==> config.mk <==
export PLATFORM = sky130hd
export DESIGN_NAME = muldiv_unit
export DESIGN_NICKNAME = d
export VERILOG_FILES = /design/src/rtl/muldiv_unit.sv
export SDC_FILE = /design/constraint.sdc
export NUM_CORES = 1
export LEC_CHECK = 0
export CAP_MARGIN = 20
export CORE_MARGIN = 2
export CORE_UTILIZATION = 55
export CTS_CLUSTER_SIZE = 25
export DETAILED_ROUTE_END_ITERATION = 7
export DONT_BUFFER_PORTS = 1
export PLACE_DENSITY = 0.7
export SLEW_MARGIN = 0
export SYNTH_ARGS = -nofsm -noshare
export SYNTH_HDL_FRONTEND = slang
export SYNTH_SLANG_ARGS = --single-unit
==> constraint.sdc <==
create_clock -name clk -period 15.2 [get_ports clk]
set_input_delay 1.52 -clock clk [delete_from_list [all_inputs] [get_ports clk]]
set_output_delay 1.52 -clock clk [all_outputs]
set_load 0.01 [all_outputs]
==> src/rtl/muldiv_unit.sv <==
// Iterative HI/LO multiply/divide unit beside the execute-stage ALU.
// One multiplier/quotient bit per cycle; stalls F/D/E while in flight.
//
// Ports:
//   clk, rst           clock, async active-high reset
//   start_i, op_i      new op request (00 MULT 01 MULTU 10 DIV 11 DIVU)
//   a_i, b_i           rs / rt operands, sampled with start_i
//   cancel_i           abort in-flight op, or suppress start in IDLE
//   hi_we_i, lo_we_i   MTHI / MTLO write enables, wdata_i is the data
//   hi_o, lo_o         architectural HI / LO
//   busy_o             op in flight (registered)
//   done_o             pulse when HI/LO take a result
//   stall_o            start accepted this cycle or busy
//   divzero_o          pulse with done_o for a divide by zero
module muldiv_unit #(
    parameter int WIDTH = 32,
    parameter int CNTW  = $clog2(WIDTH) + 1
) (
    input  logic             clk,
    input  logic             rst,
    input  logic             start_i,
    input  logic [1:0]       op_i,
    input  logic [WIDTH-1:0] a_i,
    input  logic [WIDTH-1:0] b_i,
    input  logic             cancel_i,
    input  logic             hi_we_i,
    input  logic             lo_we_i,
    input  logic [WIDTH-1:0] wdata_i,
    output logic [WIDTH-1:0] hi_o,
    output logic [WIDTH-1:0] lo_o,
    output logic             busy_o,
    output logic             done_o,
    output logic             stall_o,
    output logic             divzero_o
);

    typedef enum logic [1:0] {
        IDLE,
        RUN,
        FIX
    } stateT;

    stateT            state;
    logic [CNTW-1:0]  count;
    logic             isDiv;
    logic             qSign;
    logic             rSign;
    logic             bZero;
    logic [WIDTH-1:0] magB;
    // accHi: partial product high half / partial remainder
    // accLo: multiplier bits / dividend bits shifting into quotient
    logic [WIDTH-1:0] accHi;
    logic [WIDTH-1:0] accLo;

    logic             aNeg;
    logic             bNeg;
    logic [WIDTH-1:0] magAIn;
    logic [WIDTH-1:0] magBIn;

    logic [WIDTH:0]   mulSum;
    logic [WIDTH:0]   divShift;
    logic [WIDTH:0]   divDiff;
    logic             divGe;
    logic [WIDTH-1:0] nextHi;
    logic [WIDTH-1:0] nextLo;

    logic [2*WIDTH-1:0] prod;
    logic [2*WIDTH-1:0] prodFix;
    logic [WIDTH-1:0]   fixHi;
    logic [WIDTH-1:0]   fixLo;

    // Unsigned ops (op_i[0]=1) never see a negative operand.
    always_comb begin
        aNeg   = ~op_i[0] & a_i[WIDTH-1];
        bNeg   = ~op_i[0] & b_i[WIDTH-1];
        magAIn = aNeg ? -a_i : a_i;
        magBIn = bNeg ? -b_i : b_i;
    end

    always_comb begin
        mulSum   = {1'b0, accHi};
        if (accLo[0]) begin
            mulSum = {1'b0, accHi} + {1'b0, magB};
        end
        divShift = {accHi, accLo[WIDTH-1]};
        divGe    = divShift >= {1'b0, magB};
        divDiff  = divShift - {1'b0, magB};
        if (isDiv) begin
            nextHi = divGe ? divDiff[WIDTH-1:0]
                           : divShift[WIDTH-1:0];
            nextLo = {accLo[WIDTH-2:0], divGe};
        end else begin
            // Carry out of the add shifts down into the high half.
            nextHi = mulSum[WIDTH:1];
            nextLo = {mulSum[0], accLo[WIDTH-1:1]};
        end
    end

    // With a zero divisor the remainder path just shifts the dividend
    // magnitude through, so re-applying the dividend sign returns a_i.
    always_comb begin
        prod    = {accHi, accLo};
        prodFix = qSign ? -prod : prod;
        fixHi   = prodFix[2*WIDTH-1:WIDTH];
        fixLo   = prodFix[WIDTH-1:0];
        unique case (1'b1)
            (isDiv & bZero): begin
                fixHi = rSign ? -accHi : accHi;
                fixLo = '1;
            end
            (isDiv & ~bZero): begin
                fixHi = rSign ? -accHi : accHi;
                fixLo = qSign ? -accLo : accLo;
            end
            (~isDiv): begin
                fixHi = prodFix[2*WIDTH-1:WIDTH];
                fixLo = prodFix[WIDTH-1:0];
            end
        endcase
    end

    assign stall_o = busy_o | (start_i & ~cancel_i);

    always_ff @(posedge clk or posedge rst) begin
        if (rst) begin
            state     <= IDLE;
            count     <= '0;
            isDiv     <= 1'b0;
            qSign     <= 1'b0;
            rSign     <= 1'b0;
            bZero     <= 1'b0;
            magB      <= '0;
            accHi     <= '0;
            accLo     <= '0;
            hi_o      <= '0;
            lo_o      <= '0;
            busy_o    <= 1'b0;
            done_o    <= 1'b0;
            divzero_o <= 1'b0;
        end else begin
            done_o    <= 1'b0;
            divzero_o <= 1'b0;
            unique case (state)
                IDLE: begin
                    if (hi_we_i) begin
                        hi_o <= wdata_i;
                    end
                    if (lo_we_i) begin
                        lo_o <= wdata_i;
                    end
                    if (start_i && !cancel_i) begin
                        isDiv  <= op_i[1];
                        qSign  <= aNeg ^ bNeg;
                        rSign  <= aNeg;
                        bZero  <= (b_i == '0);
                        magB   <= magBIn;
                        accHi  <= '0;
                        accLo  <= magAIn;
                        count  <= CNTW'(WIDTH);
                        busy_o <= 1'b1;
                        state  <= RUN;
                    end
                end
                RUN: begin
                    if (cancel_i) begin
                        busy_o <= 1'b0;
                        state  <= IDLE;
                    end else begin
                        accHi <= nextHi;
                        accLo <= nextLo;
                        count <= count - CNTW'(1);
                        if (count == CNTW'(1)) begin
                            state <= FIX;
                        end
                    end
                end
                FIX: begin
                    busy_o <= 1'b0;
                    state  <= IDLE;
                    if (!cancel_i) begin
                        hi_o      <= fixHi;
                        lo_o      <= fixLo;
                        done_o    <= 1'b1;
                        divzero_o <= isDiv & bZero;
                    end
                end
                default: begin
                    busy_o <= 1'b0;
                    state  <= IDLE;
                end
            endcase
        end
    end

endmodule
==> reports/qor.csv <==
stage,metric,value,unit
run_status,status,"complete, no violations",
clock_network,clk_pin_slew,0.08,ns
critical_path,path_max_fanout,39,
logic_synthesis,synth-xor-area-share,10.1,%
sta,slew_headroom,28.2,%
die,row_count,59,
clock_network,ctsResizeCount,0,
clock_network,ctsLongestPathBuffers,2,
logic_synthesis,synth_common_cells,"nand2_1 (278), o21ai_0 (202), dfrtp_1 (175)",
power,power.leakage,6.64,nW
clock_network,cts_buffers,17,
logic_synthesis,yosysUniqueCellTypes,82,
cells_and_area,fillers,2406,
power,power_density,190,nW/um^2
detailed_routing,wl_per_cell,21.1,um
placed_design,place_area,14900,um^2
logic_synthesis,synth_compound_area_share,25.7,%
cells_and_area,instances_no_fill,2156,
sta,setup-tns-final,0,ns
placed_design,dpl.hpwl,34.1,mm
cells_and_area,final_util,59.2,%
flow_run,drv_cap,0,
power,ir_worst_vdd,0.101,mV
critical_path,cp.required,15.54,ns
logic_synthesis,synth.area.mux_share,4.09,%
cells_and_area,syn2layout_area_growth,5.09,%
sta,period_needed,3.97,ns
critical_path,critPathMaxStageDelay,0.60,ns
critical_path,worstPathArrival,4.32,ns
sta,holdWs,0.551,ns
logic_synthesis,synth_fa_ha_area_share,6.20,%
detailed_routing,drtIter0Drc,1651,
clock_network,cts_tree,done,
clock_network,worstSkewPairLatency,0.46,ns
logic_synthesis,postSynth.asyncResetShare,100,%
clock_network,hold_buffers,0,
critical_path,r2r_slack,11.23,ns
sta,setup_violations,0,
detailed_routing,firstDrtPassIters,5,
critical_path,worst-path-buf-inv,1,
sta,fin_worst_skew,0.0167,ns
global_route,first_global_vias,13100,
logic_synthesis,synth-seq-cells,175,
cells_and_area,drive_above_1_share,5.06,%
logic_synthesis,synth_nets,2063,
global_route,grt_overflow,0,
critical_path,critPathCaptureType,flip-flop,
power,total_power,2.95,mW
critical_path,ff2ff_path_depth,11,
clock_network,cts.htree.levels,4,
logic_synthesis,yosysWarnings,0,
logic_synthesis,synth_area_per_cell,7.82,um^2
min_path,hold_start,magB[18],
logic_synthesis,syn-cell-area,14800,um^2
global_route,grt_pass1_wl,71.3,mm
sta,hold_viol_final,0,
global_route,grt_max_degree,109,
critical_path,timing.rr.start,accHi[12],
critical_path,worstSetupPathType,flip-flop to flip-flop,
die,die_height,168,um
global_route,antenna_found_initial,2,
critical_path,critPathTopFamily,simple AND/OR/NAND/NOR gates,
detailed_routing,routed_via_density,6.47,
logic_synthesis,post-synth-top-count-cell,nand2_1,
placed_design,place_congestion,0.977,
sta,max_freq,252,MHz
logic_synthesis,synth_top_area_share,29.7,%
die,die_area,28200,um^2
detailed_routing,vias,14000,
critical_path,cp_cell_sequence,"ha_1, nand4_1, or3_1, nor4_1, a221oi_1, o21ai_1, a21o_1, buf_4, nand3_1, or3_1, a32o_1",
min_path,hold_depth,2,
sta,fin_ws,11.23,ns
critical_path,cpMostUsedCell,or3_1,
cells_and_area,fin_nets,1982,
global_route,gr-usage-all-layers,32.0,%
die,coreArea,26200,um^2
critical_path,start_kind,flip-flop,
min_path,hp-class,flip-flop to flip-flop,
logic_synthesis,synth_top_family_by_area,compound AO/OA/AOI/OAI gates,
sta,rsz0062_at_grt,false,
placed_design,dp.cells,2122,
min_path,min_to,magB[18],
die,io_pins,172,
cells_and_area,multi_input_area,9700,um^2
sta,min_period_over_period,26.1,%
detailed_routing,drtAntennaViolNets,0,
cells_and_area,regArea,4380,um^2
detailed_routing,drc,0,
logic_synthesis,synthTopCellsByArea,"dfrtp_1 (30%), nand2_1 (7.1%), xnor2_1 (6.9%)",
logic_synthesis,seq_area_frac_synth,29.7,%
sta,final_max_slew_viol_count,0,
clock_network,cts.sinks,175,
die,start_util,56.3,%
logic_synthesis,synth_edf_count,0,
clock_network,cts_root_buffer,clkbuf_16,
detailed_routing,wirelength,45.4,mm
placed_design,io_buffer_count,0,
logic_synthesis,synthFlopType,dfrtp_1,
logic_synthesis,yosysTopAreaCell,dfrtp_1,
critical_path,r2r_end,accHi[31],
clock_network,post_cts_buffers,0,
logic_synthesis,synth-simple-area-share,19.4,%
die,fp.dieW,168,um
placed_design,post-place-ws,11.20,ns
critical_path,cpMaxStageDelayCell,nor4_1,
cells_and_area,final_area,15500,um^2
logic_synthesis,synthCells,1887,
sta,tightest_slew,1.08,ns
==> power by group <==
| part | total [mW] | switching [mW] | internal, mW |
|---|---|---|---|
| combinational | 1.66 | 0.995 | 0.667 |
| sequential | 0.819 | 0.242 | 0.578 |
| clock | 0.472 | 0.243 | 0.229 |
==> area by class of cell <==
class	instances	area share, %
Antenna cell	2	0.0323
Clock buffer	17	2.74
Clock inverter	15	1.34
Inverter	70	1.73
Multi-Input combinational cell	1528	62.5
Sequential cell	175	28.3
Tap cell	335	2.70
Timing Repair Buffer	14	0.678
==> flip-flops by register name, summed over array words and instances (netlist names) <==
| register | cells |
|---|---|
| accHi | 32 |
| accLo | 32 |
| hi_o | 32 |
| lo_o | 32 |
| magB | 32 |
| count | 6 |
| state | 2 |
| bZero | 1 |
| busy_o | 1 |
| divzero_o | 1 |
| done_o | 1 |
| isDiv | 1 |
| qSign | 1 |
| rSign | 1 |
==> how the worst max path moves through the flow <==
| stage | cells after the start | from | to |
|---|---|---|---|
| 2_1_floorplan | 1 | rst | accHi[0] |
| 6_report | 11 | accHi[12] | accHi[31] |
| 3_5_place_dp | 9 | b_i[8] | magB[30] |
| 3_3_place_gp | 9 | b_i[8] | magB[30] |
| 4_1_cts | 11 | accHi[12] | accHi[31] |
| 5_1_grt | 11 | accHi[12] | accHi[31] |
==> cells in the final DEF, fill, tap and decap left out, drive strengths merged, types with 31 or more instances in the layout <==
cell	Yosys	final
dfrtp	175	175
mux2i	48	48
inv	69	77
xnor2	116	116
a21oi	135	135
a21o	45	45
nand2	278	278
o21ai	213	213
nor2	127	127
ha	70	70
o22ai	34	34
xor2	55	55
nand3	38	38
nor3	31	31
==> cell families (layout without fill, tap and decap cells) <==
group,after synthesis,after routing
flip-flops,175,175
XOR/XNOR,171,171
other,0,2
buffers and inverters,184,116
adder cells (fa/ha/maj),72,72
AO/OA/AOI/OAI,613,613
AND/OR/NAND/NOR,613,613
multiplexers,59,59
==> worst register-to-register path, delay by kind of cell, from the launching register on <==
family                   cells  cell delay [ns]
adder cells (fa/ha/maj)      1             0.48
buffers and inverters        1             0.41
AND/OR/NAND/NOR              5             1.67
AO/OA/AOI/OAI                4             0.79
flip-flops                   1             0.52
==> metal layers <==
metal	part of all wire (%)	vias to the layer above	track usage, %
met5	0	-	0
met4	3.7	0	13.2
met3	8.6	105	7.05
met2	45	593	50.1
met1	42	6655	43.1
li1	-	6597	-
No activity file was read; power rests on OpenSTA's default activity.
